[config.mk]
export PLATFORM = sky130hd
export DESIGN_NAME = priv_1_12_csr_ctrl
export DESIGN_NICKNAME = d
export VERILOG_FILES = /design/src/rtl/machine_mode_types_1_12_pkg.sv /design/src/rtl/priv_1_12_csr_alu.sv /design/src/rtl/priv_1_12_csr_ctrl.sv
export SDC_FILE = /design/constraint.sdc
export NUM_CORES = 1
export LEC_CHECK = 0
export CORE_MARGIN = 2
export CORE_UTILIZATION = 44
export CTS_CLUSTER_DIAMETER = 200
export DETAILED_ROUTE_END_ITERATION = 10
export PLACE_DENSITY = 0.88
export SYNTH_ARGS = -nofsm -noshare
export SYNTH_HDL_FRONTEND = slang
export SYNTH_HIERARCHICAL = 1
export SYNTH_SLANG_ARGS = --single-unit
[constraint.sdc]
create_clock -name CLK -period 1.4 [get_ports CLK]
set_input_delay 0.28 -clock CLK [delete_from_list [all_inputs] [get_ports CLK]]
set_output_delay 0.28 -clock CLK [all_outputs]
set_load 0.03 [all_outputs]
[src/rtl/machine_mode_types_1_12_pkg.sv]
// machine_mode_types_1_12_pkg: shared types and constants for the v1.12 CSR access path.
package machine_mode_types_1_12_pkg;
  typedef logic [31:0] word_t;
  typedef enum logic [1:0] {IDLE, READ, WRITE, RESP} csr_ctrl_state_t;
  typedef enum logic [2:0] {
    CSR_RW  = 3'b001,
    CSR_RS  = 3'b010,
    CSR_RC  = 3'b011,
    CSR_RWI = 3'b101,
    CSR_RSI = 3'b110,
    CSR_RCI = 3'b111
  } csr_op_t;
  localparam logic [1:0] CSR_RO_FIELD = 2'b11;
endpackage

[src/rtl/priv_1_12_csr_alu.sv]
// priv_1_12_csr_alu: Zicsr read-modify-write value and write-intent computation.
module priv_1_12_csr_alu
  import machine_mode_types_1_12_pkg::*;
(
  input  logic [2:0] op_i,
  input  word_t      old_i,
  input  word_t      operand_i,
  input  logic       rs1_zero_i,
  output word_t      new_o,
  output logic       write_o
);
  logic is_w, is_s, is_c;
  always_comb begin
    is_w = op_i == CSR_RW || op_i == CSR_RWI;
    is_s = op_i == CSR_RS || op_i == CSR_RSI;
    is_c = op_i == CSR_RC || op_i == CSR_RCI;
    new_o = is_w ? operand_i : is_s ? (old_i | operand_i) : (old_i & ~operand_i);
    write_o = is_w || ((is_s || is_c) && !rs1_zero_i);
  end
endmodule

[src/rtl/priv_1_12_csr_ctrl.sv]
// priv_1_12_csr_ctrl: atomic Zicsr read-modify-write initiator toward the CSR file.
// Define PRIV_CSR_ACCESS_CHECK_EN to add privilege and read-only access faults.
module priv_1_12_csr_ctrl
  import machine_mode_types_1_12_pkg::*;
#(
  parameter int XLEN = 32
) (
  input  logic            CLK,
  input  logic            RST,
  input  logic            req_valid,
  output logic            req_ready,
  input  logic [2:0]      req_op,
  input  logic [11:0]     req_addr,
  input  logic [XLEN-1:0] req_rs1_val,
  input  logic [4:0]      req_uimm,
  input  logic            req_rs1_zero,
  input  logic [1:0]      req_priv,
  output logic            resp_valid,
  input  logic            resp_ready,
  output logic [XLEN-1:0] resp_rdata,
  output logic            resp_illegal,
  input  logic            retire_in,
  output logic [11:0]     csr_addr,
  output logic [1:0]      curr_priv,
  output logic            csr_mod,
  output logic [XLEN-1:0] new_csr_val,
  output logic            inst_ret,
  input  logic [XLEN-1:0] old_csr_val,
  input  logic            invalid_csr
);
  csr_ctrl_state_t state_q, state_d;
  logic [11:0] addr_q, addr_d;
  logic [1:0] priv_q, priv_d;
  logic [2:0] op_q, op_d;
  logic [XLEN-1:0] operand_q, operand_d, rdata_q, rdata_d, new_q, new_d, alu_new;
  logic rz_q, rz_d, illegal_q, illegal_d, ret_q, ret_d, pend_q, pend_d;
  logic alu_write, priv_fault, illegal, pulse;

  priv_1_12_csr_alu u_alu (
    .op_i      (op_q),
    .old_i     (old_csr_val),
    .operand_i (operand_q),
    .rs1_zero_i(rz_q),
    .new_o     (alu_new),
    .write_o   (alu_write)
  );

`ifdef PRIV_CSR_ACCESS_CHECK_EN
  assign priv_fault = (priv_q < addr_q[9:8]) || (addr_q[11:10] == CSR_RO_FIELD && alu_write);
`else
  assign priv_fault = 1'b0;
`endif
  assign illegal = invalid_csr || op_q == 3'b000 || op_q == 3'b100 || priv_fault;

  always_comb begin
    state_d = state_q;
    addr_d = addr_q;
    priv_d = priv_q;
    op_d = op_q;
    operand_d = operand_q;
    rz_d = rz_q;
    rdata_d = rdata_q;
    illegal_d = illegal_q;
    new_d = new_q;
    case (state_q)
      IDLE: if (req_valid) begin
        addr_d = req_addr;
        priv_d = req_priv;
        op_d = req_op;
        operand_d = req_op[2] ? {{(XLEN-5){1'b0}}, req_uimm} : req_rs1_val;
        rz_d = req_rs1_zero;
        state_d = READ;
      end
      READ: begin
        rdata_d = old_csr_val;
        illegal_d = illegal;
        new_d = alu_new;
        state_d = (illegal || !alu_write) ? RESP : WRITE;
      end
      WRITE: state_d = RESP;
      RESP: state_d = resp_ready ? IDLE : RESP;
      default: state_d = IDLE;
    endcase
    // A CSR completion colliding with a pipeline retire is deferred one cycle.
    pulse = state_q == RESP && resp_ready && !illegal_q;
    ret_d = retire_in || pend_q || pulse;
    pend_d = retire_in && (pend_q || pulse);
  end

  always_ff @(posedge CLK) begin
    if (RST) begin
      state_q <= IDLE;
      addr_q <= '0;
      priv_q <= 2'b11;
      op_q <= '0;
      operand_q <= '0;
      rz_q <= 1'b0;
      rdata_q <= '0;
      illegal_q <= 1'b0;
      new_q <= '0;
      ret_q <= 1'b0;
      pend_q <= 1'b0;
    end else begin
      state_q <= state_d;
      addr_q <= addr_d;
      priv_q <= priv_d;
      op_q <= op_d;
      operand_q <= operand_d;
      rz_q <= rz_d;
      rdata_q <= rdata_d;
      illegal_q <= illegal_d;
      new_q <= new_d;
      ret_q <= ret_d;
      pend_q <= pend_d;
    end
  end

  assign req_ready = state_q == IDLE;
  assign resp_valid = state_q == RESP;
  assign csr_mod = state_q == WRITE;
  assign resp_rdata = rdata_q;
  assign resp_illegal = illegal_q;
  assign csr_addr = addr_q;
  assign curr_priv = priv_q;
  assign new_csr_val = new_q;
  assign inst_ret = ret_q;
endmodule
==> Word-level counts from Yosys, hierarchy flattened <==
Cells that the tools add are included.
{ "word_totals": {"inputBits": 93, "register_bits": 119, "output_inout_bits": 83, "word_cells": 53} }
{ "classes": {"n_reduce_logical": 21, "eq_ne": 11, "n_mux": 7, "bitwise": 3} }
{ "ops": {"columns": ["operator", "count"], "rows": [
  ["two-way mux 32 bit", 3],
  ["bitwise AND 32 bit", 1],
  ["NOT 32 bit", 1],
  ["bitwise OR 32 bit", 1],
  ["equality test 3 bit (second input constant)", 4],
  ["logical OR 1 bit", 11],
  ["case mux 2 bit (4 select lines)", 1],
  ["equality test 3 x 2 -> 1 bit (second input constant)", 2],
  ["equality test 2 bit (second input constant)", 2],
  ["logical AND 1 bit", 4],
  ["two-way mux 2 bit", 2],
  ["equality test 3 x 1 -> 1 bit (second input constant)", 1],
  ["zero test 1 bit", 3],
  ["zero test 3 bit", 1],
  ["equality test 2 x 1 -> 1 bit (second input constant)", 1],
  ["zero test 2 bit", 1],
  ["!= test 2 bit (second input constant)", 1],
  ["AND reduction 2 bit", 1],
  ["two-way mux 1 bit", 1]
]} }

==> Depth between registers and ports, before layout <==
Gate-level depths: netlist (run 1).
{ "logic_depth": {"depth_word": 9, "mapped_depth": 6, "depth_no_buf": 4} }

==> Hierarchy <==
The synthesis (run 1) kept the hierarchy.
{ "by_module_without_submodules": {"columns": ["mod", "n_inst", "cells_per_inst", "area_each_um2", "seq_area_each_um2"], "rows": [
  ["priv_1_12_csr_ctrl", 1, 523, 4316.6, 2382.3],
  ["priv_1_12_csr_alu", 1, 112, 905.9, 0.0]
]} }

==> Worst setup path before layout (run 1) <==
Ideal clock, no wire load.
{ "synth_timing": {"path_type": "register to register", "startpoint": "reg state_q[1]", "endpoint": "reg addr_q[0], in the netlist csr_addr[0]", "setup_time_ps": 132, "slack_ps": 177, "required_time_ps": 1268, "synth_period_minus_slack_ps": 1223, "t_arrival_ps": 1091, "n_path_buf": 2, "stages_incl_launch_ff": 6, "cell_sequence": "dfxtp_1 > or3b_1 > buf_6 > buf_6 > nand2_1 > a21oi_1"} }
{ "synth_between": {"elab_chain_len": 2} }
{ "synth_lines": {"columns": ["item", "line_no", "source"], "rows": [
  ["start: declaration", "priv_1_12_csr_ctrl.sv:31", "csr_ctrl_state_t state_q, state_d;"],
  ["start signal: assignment", "priv_1_12_csr_ctrl.sv:104", "state_q <= state_d;"],
  ["zero test 2 bit", "priv_1_12_csr_ctrl.sv:65", "case (state_q)"],
  ["AND reduction 2 bit (no line)", null, null],
  ["end signal: assignment", "priv_1_12_csr_ctrl.sv:105", "addr_q <= addr_d;"],
  ["end: declaration", "priv_1_12_csr_ctrl.sv:32", "logic [11:0] addr_q, addr_d;"]
]} }
No other way between the ends.
A chain may end at the register's enable or synchronous reset.

==> Worst setup path in the final report (run 1) <==
{ "layout_timing": {"startpoint": "reg state_q[1]", "endpoint": "reg rdata_q[24], in the netlist resp_rdata[24]"} }
{ "layout_between": {"elab_chain_len": 1} }
{ "layout_lines": {"columns": ["item", "line_no", "source"], "rows": [
  ["equality test 2 x 1 -> 1 bit", "priv_1_12_csr_ctrl.sv:65", null],
  ["end signal: assignment", "priv_1_12_csr_ctrl.sv:110", "rdata_q <= rdata_d;"],
  ["end: declaration", "priv_1_12_csr_ctrl.sv:35", "logic [XLEN-1:0] operand_q, operand_d, rdata_q, rdata_d, new_q, new_d, alu_new;"]
]} }
No other way between the ends.

==> results of run 1 <==
[placed cells by master, fill, tap and decap left out, types with 12 or more instances in the layout]
cell type and instances:
a21oi_2 50, buf_12 16, clkbuf_16 22, a21oi_1 58, nand2_1 136, clkdlybuf4s50_1 91, xnor2_1 32, dfxtp_1 114
nand3b_1 29, clkbuf_2 43, clkdlybuf4s15_2 31, buf_4 13, nand2_4 41, nand3_1 32, nand2_2 12, o221a_1 25
[worst reg2reg max path, stage by stage, from the launching register on]
cell	delay [ps]
dfxtp_2	340
buf_6	130
buf_6	110
and2b_4	280
buf_12	150
clkbuf_16	170
nand2_4	60
a21oi_2	160
[stage by stage]
stage / area [µm²] / util
2_1_floorplan: 5190 / -
3_3_place_gp: 7110 / 0.620
3_5_place_dp: 7110 / 0.620
4_1_cts: 7820 / 0.682
5_1_grt: 8370 / 0.730
6_report: 8370 / 0.730
[registers in the layout, indices dropped and copies added (netlist names)]
register and cells:
pend_q 1, rz_q 1, resp_rdata 32, curr_priv 2, inst_ret 1, state_q 2, resp_illegal 1, csr_addr 12
operand_q 32, new_csr_val 32, op_q 2
[layout make-up]
cell class,count,area (µm²)
Timing Repair Buffer,214,2180
Sequential cell,118,2370
Clock buffer,22,454
Multi-Input combinational cell,455,3030
Clock inverter,10,153
Inverter,2,7.51
Tap cell,143,179
Fill cell,804,3100
[metal layers]
layer	vias to the layer above	global-route usage	part of all wire	routed length (µm)
met2	208	0.382	0.50	8370
met1	2472	0.265	0.39	6560
met5	-	0	0	0
li1	2516	-	-	-
met3	42	0.0794	0.082	1380
met4	0	0.0797	0.026	431
[final timing paths]
| path | from | cells after the start | endpoint |
|---|---|---|---|
| setup / recovery | state_q[1] | 7 | resp_rdata[24] |
| hold / removal | RST | 2 | resp_rdata[31] |
| setup reg to reg | state_q[1] | 7 | resp_rdata[24] |
| hold reg to reg | resp_rdata[26] | 2 | resp_rdata[26] |
[power by group through the flow]
| stage | sequential, mW | clock, mW | combinational [mW] |
|---|---|---|---|
| 3_3_place_gp | 3.79 | 0 | 1.98 |
| 2_1_floorplan | 4.11 | 0 | 0.852 |
| 6_report | 3.74 | 4.52 | 2.43 |
| 5_1_grt | 3.76 | 4.75 | 2.59 |
| 4_1_cts | 3.73 | 4.56 | 1.98 |
| 3_5_place_dp | 3.80 | 0 | 2.00 |
[what timing repair did]
action,CTS,global route
gates resized for setup,201,201
hold buffers,0,0
pin swaps,1,87
hold endpoints to repair,0,0
setup endpoints to repair,82,143
buffers inserted,3,4
cloned,0,8
==> metrics.cfg, run 1 <==
[run_status]
status=complete, but fails checks
violations=negative setup slack

[grt]
grt_pass1_wl_um=23100
antenna_found_initial=0
grt_max_degree=65
overflow=0
gr-usage-all-layers=0.226
grt_pass1_vias=4778

[worst_setup_path]
crit_chain=buf_6 -> buf_6 -> and2b_4 -> buf_12 -> clkbuf_16 -> nand2_4 -> a21oi_2
critPathKind=register to register
worst_setup_path_start_kind=register
critical_path_required_ps=1730
arrival_ps=1810
crit_family=buffers and inverters
worstPathMaxFanout=5
max_stage_delay_ps=340
reg2reg_setup_slack_ps=-80
critPathMostFrequentCell=buf_6
end_kind=register
crit_buf_inv=4
crit_path_top_delay_cell=dfxtp_2

[pwr]
power_leakage_nw=3.18
seq_power_share=0.350
clkPwrFrac=0.423
irDropWorstVdd_mv=0.828
powerDensity_nw_per_um2=1280
combPwrFrac=0.228
fin_total_pwr_mw=10.7
p_sw_frac=0.281
p_int_mw=7.69
p_switching_mw=3.01

[timing]
fin_hold_ws_ps=188
period_minus_slack_ps=1480
setup_viol=50
rsz0062_at_grt=true
drv_slew=0
fin_tns_setup_ps=-1390
worst_pin_slew_ps=315
setup_slack_ps=-84.9
fin_worst_skew_ps=9.61
period_share=1.06
hold_viol_final=0
fmax_mhz=673
slew_headroom=0.791

[run]
cap_violations=0

[placement]
dp_slack_ps=-349
port-buffer-count=175
gp_congestion=0.774
placedCellCount=917
hpwlAfterDp_um=9060

[final_layout]
n_antenna_cell=0
area_growth_pct=61.3
drive_gt1_frac=0.326
final_nets=901
layoutNonFillerInstCount=964

[synthesis]
syn_inst=631
syn_avg_cell_area_um2=8.23
syn_nets=724
synth_area_um2=5190
yosysWarnings=6

[detailed_routing]
dr.first_iter.drc_count=373
first_pass_iters=4
drtAntennaViolNets=0
vias=5238
viasPerCell=5.43
wl_per_cell_um=17.4
wirelength_um=16700
route.detailed.drc=0

[floorplanning]
pin_count=176
start_util=0.453
die_area_um2=12700
die_h_um=113
dieWidth_um=113
rows=39
core_area_um2=11500

[clock_tree]
cts_tree=done
h-tree-depth=4
clk_pin_slew_ps=60
clk_path_buf_depth=2
clockRootBuffer=clkbuf_16
numCtsBuffers=17
clock-sinks=118
insertion_delay_ps=410

[worst_hold_path]
worstHoldPathType=input port to register

(Power assumes the default switching activity.)
==> run 2, diff against run 1 <==
Settings changed: ABC_CLOCK_PERIOD_IN_PS set to 1400.
==> results of run 2 <==
No change in the layout: final DEF, timing and power equal those of run 1.
